## src/rtl/pt2262_pkg.sv

```systemverilog
// ---------------------------------------------------------------------------
// pt2262_pkg
// Shared types and constants for the PT2262 transmit scheduler.
//   sched_state_t : scheduler FSM states
//   FRAME_OSC     : encoder oscillator periods per frame (12 x 32 + 128)
//   CLK_PER_OSC   : 3 MHz clk cycles per encoder oscillator period
//   FRAME_CLK     : clk cycles per complete encoder frame
// ---------------------------------------------------------------------------
package pt2262_pkg;

    typedef enum logic [1:0] {
        IDLE = 2'd0,
        LOAD = 2'd1,
        ARM  = 2'd2,
        SEND = 2'd3
    } sched_state_t;

    localparam int FRAME_OSC   = 512;
    localparam int CLK_PER_OSC = 250;
    localparam int FRAME_CLK   = FRAME_OSC * CLK_PER_OSC;

endpackage

```

## src/rtl/pt2262_tx_scheduler_arbiter.sv

```systemverilog
// ---------------------------------------------------------------------------
// pt_rr_arbiter
// Round-robin arbiter. The search starts at the index held in the pointer
// register; after a grant the pointer moves to the winner + 1 (mod NREQ).
// Ports:
//   clk, reset    : clock, asynchronous active-high reset (pointer -> 0)
//   i_req         : request vector
//   i_advance     : a grant is being taken this cycle; update the pointer
//   o_grant       : one-hot grant (combinational)
//   o_grant_idx   : index of the granted requester (combinational)
// ---------------------------------------------------------------------------
module pt_rr_arbiter #(
    parameter int NREQ = 4,
    parameter int IDW  = $clog2(NREQ)
) (
    input  logic            clk,
    input  logic            reset,
    input  logic [NREQ-1:0] i_req,
    input  logic            i_advance,
    output logic [NREQ-1:0] o_grant,
    output logic [IDW-1:0]  o_grant_idx
);

    logic [IDW-1:0]  r_ptr;
    logic [NREQ-1:0] w_grant;
    logic [IDW-1:0]  w_idx;
    logic            w_found;

    // Walk the requesters starting at the pointer and wrap around; the
    // first active one wins. The sum carries one extra bit so the wrap
    // test works for non power-of-two NREQ.
    always_comb begin
        logic [IDW:0] w_sum;
        w_grant = '0;
        w_idx   = '0;
        w_found = 1'b0;
        w_sum   = '0;
        for (int k = 0; k < NREQ; k++) begin
            w_sum = {1'b0, r_ptr} + (IDW+1)'(k);
            if (w_sum >= (IDW+1)'(NREQ))
                w_sum = w_sum - (IDW+1)'(NREQ);
            if (!w_found && i_req[w_sum[IDW-1:0]]) begin
                w_found = 1'b1;
                w_idx   = w_sum[IDW-1:0];
            end
        end
        w_grant[w_idx] = w_found;
    end

    always_ff @(posedge clk or posedge reset) begin
        if (reset)
            r_ptr <= '0;
        else if (i_advance && w_found)
            r_ptr <= (w_idx == IDW'(NREQ-1)) ? '0 : w_idx + IDW'(1);
    end

    assign o_grant     = w_grant;
    assign o_grant_idx = w_idx;

endmodule

```

## src/rtl/pt2262_tx_scheduler.sv

```systemverilog
// ---------------------------------------------------------------------------
// pt2262_tx_scheduler
// Transmit scheduler in front of the PT2262 encoder. Arbitrates NREQ
// requesters round-robin, loads the winner's address/data into the encoder
// only while the encoder is in its SYNC symbol, gates REPEATS whole frames
// onto the RF path and then pulses tx_done.
// Optional feature macro: PT_SCHED_HOLD_EN (adds req_hold; a held requester
// keeps the gate open beyond REPEATS frames).
// Ports:
//   clk, reset            : 3 MHz clock, asynchronous active-high reset
//   req_valid/addr/data   : requester words (addr[8i+:8], data[4i+:4])
//   req_ready             : one-hot accept pulse, only in IDLE
//   enc_sync              : encoder sync output (asynchronous)
//   enc_a, enc_d          : encoder A/D inputs
//   tx_gate               : high across the scheduled frames
//   busy                  : FSM not in IDLE
//   tx_done               : 1-cycle pulse after the last gated frame
//   tx_id                 : index of the requester being or last served
//   req_hold (optional)   : extend transmission of the current requester
// ---------------------------------------------------------------------------
module pt2262_tx_scheduler
    import pt2262_pkg::*;
#(
    parameter int NREQ    = 4,
    parameter int REPEATS = 4,
    parameter int IDW     = $clog2(NREQ)
) (
    input  logic              clk,
    input  logic              reset,
    input  logic [NREQ-1:0]   req_valid,
    input  logic [NREQ*8-1:0] req_addr,
    input  logic [NREQ*4-1:0] req_data,
    output logic [NREQ-1:0]   req_ready,
    input  logic              enc_sync,
`ifdef PT_SCHED_HOLD_EN
    input  logic [NREQ-1:0]   req_hold,
`endif
    output logic [7:0]        enc_a,
    output logic [3:0]        enc_d,
    output logic              tx_gate,
    output logic              busy,
    output logic              tx_done,
    output logic [IDW-1:0]    tx_id
);

    localparam logic [3:0] LAST_FRAME = 4'(REPEATS - 1);

    sched_state_t r_state;
    logic         r_sync1, r_sync2, r_sync3;
    logic [7:0]   r_shadow_a, r_enc_a;
    logic [3:0]   r_shadow_d, r_enc_d;
    logic [3:0]   r_fcnt;
    logic         r_tx_gate, r_tx_done;
    logic [IDW-1:0] r_tx_id;

    logic [NREQ-1:0] w_grant;
    logic [IDW-1:0]  w_gidx;
    logic            w_idle, w_any_req, w_sr, w_sf, w_hold;
    logic [7:0]      w_addr_arr [NREQ];
    logic [3:0]      w_data_arr [NREQ];

    // Unpack the flattened payload buses so the winner can be indexed.
    generate
        for (genvar gi = 0; gi < NREQ; gi++) begin : g_unpack
            assign w_addr_arr[gi] = req_addr[8*gi +: 8];
            assign w_data_arr[gi] = req_data[4*gi +: 4];
        end
    endgenerate

    assign w_idle    = (r_state == IDLE);
    assign w_any_req = |req_valid;

    // Edge strobes on the synchronized sync (r_sync2), r_sync3 is its history.
    assign w_sr = r_sync2 & ~r_sync3;
    assign w_sf = ~r_sync2 & r_sync3;

`ifdef PT_SCHED_HOLD_EN
    assign w_hold = req_hold[r_tx_id];
`else
    assign w_hold = 1'b0;
`endif

    pt_rr_arbiter #(
        .NREQ (NREQ),
        .IDW  (IDW)
    ) u_arb (
        .clk         (clk),
        .reset       (reset),
        .i_req       (req_valid),
        .i_advance   (w_idle),
        .o_grant     (w_grant),
        .o_grant_idx (w_gidx)
    );

    // The accept pulse must coincide with the cycle the grant is taken,
    // so it is decoded directly from the IDLE state and the arbiter.
    assign req_ready = w_idle ? w_grant : '0;

    always_ff @(posedge clk or posedge reset) begin
        if (reset) begin
            r_state    <= IDLE;
            r_sync1    <= 1'b0;
            r_sync2    <= 1'b0;
            r_sync3    <= 1'b0;
            r_shadow_a <= '0;
            r_shadow_d <= '0;
            r_enc_a    <= '0;
            r_enc_d    <= '0;
            r_fcnt     <= '0;
            r_tx_gate  <= 1'b0;
            r_tx_done  <= 1'b0;
            r_tx_id    <= '0;
        end else begin
            r_sync1   <= enc_sync;
            r_sync2   <= r_sync1;
            r_sync3   <= r_sync2;
            r_tx_done <= 1'b0;
            case (r_state)
                IDLE: begin
                    // A sync rise in this same cycle is deliberately not
                    // consumed: LOAD waits for the next one.
                    if (w_any_req) begin
                        r_shadow_a <= w_addr_arr[w_gidx];
                        r_shadow_d <= w_data_arr[w_gidx];
                        r_tx_id    <= w_gidx;
                        r_state    <= LOAD;
                    end
                end
                LOAD: begin
                    // Encoder ignores A/D during SYNC, so updating here is safe.
                    if (w_sr) begin
                        r_enc_a <= r_shadow_a;
                        r_enc_d <= r_shadow_d;
                        r_state <= ARM;
                    end
                end
                ARM: begin
                    if (w_sf) begin
                        r_tx_gate <= 1'b1;
                        r_fcnt    <= '0;
                        r_state   <= SEND;
                    end
                end
                SEND: begin
                    if (w_sf) begin
                        if (r_fcnt == LAST_FRAME) begin
                            // Held requester: counter stays saturated.
                            if (!w_hold) begin
                                r_tx_gate <= 1'b0;
                                r_tx_done <= 1'b1;
                                r_state   <= IDLE;
                            end
                        end else begin
                            r_fcnt <= r_fcnt + 4'd1;
                        end
                    end
                end
                default: r_state <= IDLE;
            endcase
        end
    end

    assign enc_a   = r_enc_a;
    assign enc_d   = r_enc_d;
    assign tx_gate = r_tx_gate;
    assign tx_done = r_tx_done;
    assign tx_id   = r_tx_id;
    assign busy    = ~w_idle;

endmodule

```

## config.mk

```make
export PLATFORM = sky130hd
export DESIGN_NAME = pt2262_tx_scheduler
export DESIGN_NICKNAME = d
export VERILOG_FILES = /design/src/rtl/pt2262_pkg.sv /design/src/rtl/pt2262_tx_scheduler_arbiter.sv /design/src/rtl/pt2262_tx_scheduler.sv
export SDC_FILE = /design/constraint.sdc
export NUM_CORES = 1
export LEC_CHECK = 0
export CAP_MARGIN = 30
export CORE_ASPECT_RATIO = 1.1
export CORE_MARGIN = 4
export CORE_UTILIZATION = 48
export DETAILED_ROUTE_END_ITERATION = 12
export GPL_TIMING_DRIVEN = 1
export HOLD_SLACK_MARGIN = 0.05
export MAX_ROUTING_LAYER = met4
export PLACE_DENSITY = 0.85
export SKIP_LAST_GASP = 1
export SLEW_MARGIN = 30
export SYNTH_ARGS = -nofsm -noshare
export SYNTH_HDL_FRONTEND = slang
export SYNTH_SLANG_ARGS = --single-unit
```

## constraint.sdc

```tcl
create_clock -name clk -period 6.2 [get_ports clk]
set_input_delay 1.86 -clock clk [delete_from_list [all_inputs] [get_ports clk]]
set_output_delay 1.86 -clock clk [all_outputs]
set_load 0.03 [all_outputs]
```

---- After elaboration in Yosys (flattened, before gate mapping) ----
Index checks and enable logic that the tools add are counted.
operators by class
  add/subtract/negate cells ............... 9
  order comparisons ....................... 11
  equal/unequal tests ..................... 11
  multiplexer cells ....................... 47
  bitwise gates (word level) .............. 7
  reduce and logical (&&, ||, !) cells .... 16
operator list
  cell                   number
  $mux W2                14
  $mux W4                6
  $bmux W8 S2            1
  $mux W8                2
  $lt A2 B3 Y1 const B   5
  $mux W1                15
  $ge A3 B3 Y1 const B   4
  $ne A2 B2 Y1 const B   6
  $bmux W1 S2            4
  $bmux W4 S2            1
  $pmux W2 S4            1
  $pmux W4 S2            1
  $reduce_and A4 Y1      2
  $sub A2 B1 Y2 const B  4
  $add A2 B2 Y3 const B  2
  $eq A2 B2 Y1 const B   3
  $logic_and A1 B1 Y1    5
  $reduce_and A5 Y1      1
  $add A4 B1 Y4 const B  1
  $and A4 B4 Y4          1
  $eq A4 B2 Y1 const B   1
  $reduce_and A2 Y1      2
  $reduce_or A4 Y1       1
  $add A2 B1 Y3 const B  1
  other kinds (12)       17
word-level totals
  register bits after elaboration ......... 39
  input port bits ......................... 55
  logic and storage cells ................. 114

---- Depth between registers and ports, before layout ----
  depth in word-level cells ............... 20
  mapped depth ............................ 9
  depth with buffers taken out ............ 7

---- By module ----
Synthesis repeated with hierarchy kept, for this count alone.
second synthesis, totals
  cells, all modules ...................... 159
  area, all modules ....................... 2152.1 sq um
modules (own cells, without submodules)
  module               instances  cells each  area an instance (sq um)
  pt2262_tx_scheduler  1          131         1888.1
  pt_rr_arbiter        1          28          264.0

---- Worst setup path before layout ----
No wires, ideal clock.
  path type ............................... input port to output port
  from .................................... in req_valid[2]
  to ...................................... out req_ready[3]
  arrival ................................. 3.408 ns
  setup slack ............................. 0.932 ns
  stages .................................. 8
  cell sequence ........................... nor2b_1 or4b_4 and2_4 buf_6 buf_12 inv_2 ha_1 and2_1
on the way
  cells in the longest elaborated chain, start to end .. 18
RTL lines
  item                                                                       line                               RTL
  start: declaration                                                         pt2262_tx_scheduler.sv:30          input logic [NREQ-1:0] req_valid,
  $bmux W1 S2                                                                pt2262_tx_scheduler_arbiter.sv:42  if (!w_found && i_req[w_sum[IDW-1:0]]) begin
  $mux W1 (not written as such)                                              pt2262_tx_scheduler_arbiter.sv:42
  $mux W1                                                                    pt2262_tx_scheduler_arbiter.sv:42
  $logic_not A1 Y1                                                           pt2262_tx_scheduler_arbiter.sv:42
  $logic_and A1 B1 Y1                                                        pt2262_tx_scheduler_arbiter.sv:42
  $mux W1                                                                    pt2262_tx_scheduler_arbiter.sv:42
  $logic_not A1 Y1                                                           pt2262_tx_scheduler_arbiter.sv:42
  $logic_and A1 B1 Y1                                                        pt2262_tx_scheduler_arbiter.sv:42
  [... 2 more ...]                                                           --
  $logic_and A1 B1 Y1                                                        pt2262_tx_scheduler_arbiter.sv:42
  $mux W2                                                                    pt2262_tx_scheduler_arbiter.sv:42
  $lt A2 B3 Y1 (not written as such) / $ge A2 B1 Y1 (equally long branches)  pt2262_tx_scheduler_arbiter.sv:47  w_grant[w_idx] = w_found;
  $logic_and A1 B1 Y1 (not written as such)                                  pt2262_tx_scheduler_arbiter.sv:47
  $mux W1 (not written as such)                                              pt2262_tx_scheduler_arbiter.sv:47
  $demux W1 S2                                                               --
  $and A4 B4 Y4 (no source line) *                                           --
  $mux W4 *                                                                  pt2262_tx_scheduler.sv:97          assign req_ready = w_idle ? w_grant : '0;
  end: declaration                                                           pt2262_tx_scheduler.sv:33          output logic [NREQ-1:0] req_ready,
Mark *: on every way between the ends. The rest lies on a longest branch, timed or not. The select of a mux whose other input is x is not followed.

---- Worst setup path in the final report ----
  from .................................... in req_valid[3]
  to ...................................... out req_ready[3]
The elaborated chain is that of the path after synthesis.

==> impl_metrics.env <==
export IMPL_diodes=0
export IMPL_area_growth_pct=43.3
export IMPL_hp_start="r_sync1"
export IMPL_hold_class="flop to flop"
export IMPL_grt_max_degree=40
export IMPL_syn_inst=188
export IMPL_tightest_slew_ps=727
export IMPL_die_h_um=76.5
export IMPL_io_pins=76
export IMPL_synth_ff_type="dfrtp_1"
export IMPL_synth_area_um2=2050
export IMPL_h_tree_depth=2
export IMPL_synth_area_leaders="dfrtp_1 (48%), mux2_2 (7.2%), mux2i_1 (6.4%)"
export IMPL_hold_buffers=0
export IMPL_synthTopCellsByCount="dfrtp_1 (39), nor2_1 (17), mux2_2 (13), mux2i_1 (13), o22ai_1 (12)"
export IMPL_drcViolationCount=0
export IMPL_antenna_found_initial=0
export IMPL_ys_ff_latch=39
export IMPL_clockBufferDepth=2
export IMPL_dieWidth_um=70.2
export IMPL_hold_viol=0
export IMPL_synth_avg_cell_area_um2=10.9
export IMPL_wire_per_inst_um=16.7
export IMPL_place_congestion=0.793
export IMPL_ir_drop_mv=0.244
export IMPL_reg2reg_from="r_fcnt[0]"
export IMPL_ys_types=42
export IMPL_synth_edff_count=0
export IMPL_fillCellCount=308
export IMPL_dr_pass1_iters=4
export IMPL_hpwlAfterDp_mm=3.97
export IMPL_core_rowCount=24
export IMPL_vias=1780
export IMPL_outcome="complete, no violations"
export IMPL_finClkSkew_ps=8.40
export IMPL_timing_fmax_mhz=175
export IMPL_io_buffers=75
export IMPL_final_util_pct=72.3
export IMPL_synth_top_family_by_area="compound AO/OA/AOI/OAI gates"
export IMPL_cts_made_buffers=5
export IMPL_core_area_um2=4050
export IMPL_cts_resized=0
export IMPL_fin_nets=326
export IMPL_post_synth_top_count_cell="dfrtp_1"
export IMPL_vias_per_cell=5.60
export IMPL_leakage_nw=1.29
export IMPL_drt_initial_drc_count=113
export IMPL_drv_slew=0
export IMPL_critPathCaptureType="output pin"
export IMPL_hold_slack_ps=361
export IMPL_power_density_nw_per_um2=443
export IMPL_post_route_min_period_ps=5720
export IMPL_wl_mm=5.32
export IMPL_synth_warnings=0
export IMPL_cts_tree="yes"
export IMPL_dieArea_um2=5370
export IMPL_synth_top_area_cell="dfrtp_1"
export IMPL_grt_usage_pct=20.9
export IMPL_register_area_um2=976
export IMPL_crit_arrival_ps=3860
export IMPL_drive_gt1_share_pct=12.0
export IMPL_ant_nets=0
export IMPL_setup_tns_ps=0
export IMPL_grt_ovfl_total=0
export IMPL_synth_xor_xnor_area_share_pct=0
export IMPL_syn_nets=249
export IMPL_multiInputGateArea_um2=981
export IMPL_crit_path_start="req_valid[3]"
export IMPL_start_util_pct=50.5
export IMPL_setup_violations=0
export IMPL_crit_type="input port to output pin"
export IMPL_stdcell_area_um2=2930
export IMPL_dpl_instance_area_um2=2830
export IMPL_required_ps=4340
export IMPL_clkLatencyLatePin_ps=290
export IMPL_cp_max_fo=14
export IMPL_yosys_area_share_adder_pct=3.67
export IMPL_yosysTopAreaCellShare_pct=47.7
export IMPL_cap_violations=0
export IMPL_async_flop_share_pct=100
export IMPL_clockRootBuffer="clkbuf_8"
export IMPL_cts_setup_buffers=0
export IMPL_clkSlewWorstSetupHoldPaths_ps=70
export IMPL_synth_compound_area_share_pct=17.3
export IMPL_clkSinkCount=39
export IMPL_seq_area_frac_synth_pct=47.7
export IMPL_grt_pass1_vias=1778
export IMPL_synth_mux_area_share_pct=14.1
export IMPL_startpoint_type="input port"
export IMPL_synthSimpleGateAreaFrac_pct=12.9
export IMPL_grt_pass1_wl_mm=8.64
export IMPL_timing_final_crit_share_pct=92.2
export IMPL_rsz0062_at_grt="no"
export IMPL_relSlewSlack_pct=51.5
-- cell type report --
class / count / share of cell area (%)
Multi-Input combinational cell: 132 / 33.5
Timing Repair Buffer: 80 / 26.7
Tap cell: 52 / 2.22
Clock buffer: 8 / 3.41
Inverter: 7 / 0.896
Sequential cell: 39 / 33.3
-- metal layers --
layer  track usage, %  wire [µm]  vias to the layer above
li1                 -          -                      848
met1             25.2       2210                      849
met2             33.9       2660                       69
met3             3.43        297                       14
met4             10.2        155                        0
met5                -          0                        -
-- power breakdown --
part	switching (mW)	internal (mW)
sequential	0.0681	0.363
clock	0.0852	0.101
combinational	0.368	0.312
total	0.521	0.776
-- per-stage QoR --
stage	worst slack (ps)	power, mW	instances
floorplan	932	0.887	188
global placement	523	1.10	310
detailed placement	486	1.12	310
CTS	487	1.31	318
global route	378	1.38	318
finish	484	1.30	318
-- worst max-delay path, cell delays in order --
cell and delay, ps:
clkdlybuf4s50_1 570, nor2_1 90, or4b_4 550, and2_4 260
inv_2 100, ha_1 150, and2_1 120, buf_4 150
-- state kept, by name, summed over array words and instances, names as in the netlist, 2 cells and up --
name         count
r_shadow_a       8
tx_id            2
u_arb.r_ptr      2
r_fcnt           4
enc_d            4
r_shadow_d       4
r_state          2
enc_a            8
-- final timing paths --
| kind | endpoint | slack [ps] | cells after the start |
|---|---|---|---|
| setup / recovery | req_ready[3] | 480 | 8 |
| hold / removal | r_sync2 | 360 | 0 |
| setup reg to reg | r_state[1] | 4120 | 5 |
| hold reg to reg | r_sync2 | 360 | 0 |
| max in group asynchronous | tx_id[1] | 3860 | 3 |
| min in group asynchronous | enc_a[4] | 2000 | 3 |
-- cell families after synthesis --
| logic type | after synthesis |
|---|---|
| compound gates | 48 |
| fa+ha+maj | 6 |
| mux | 27 |
| simple gates | 51 |
| flops | 39 |
| buf+inv | 17 |
-- cells in the final DEF (no fill, tap or decap), types with 2 or more instances in the layout --
cell type,count
nand2b_1,4
a21oi_1,5
nor2_1,17
nor2b_1,4
inv_1,6
a221oi_1,11
and3_1,2
nand2_1,11
o22ai_1,12
and2_1,3
nor3b_1,2
a22o_1,6
ha_1,6
mux2i_1,13
buf_4,7
clkdlybuf4s50_1,73
mux2_2,13
dfrtp_1,39
clkbuf_8,7
o21ai_0,4
Note: power is estimated with default switching activity, not from simulation.
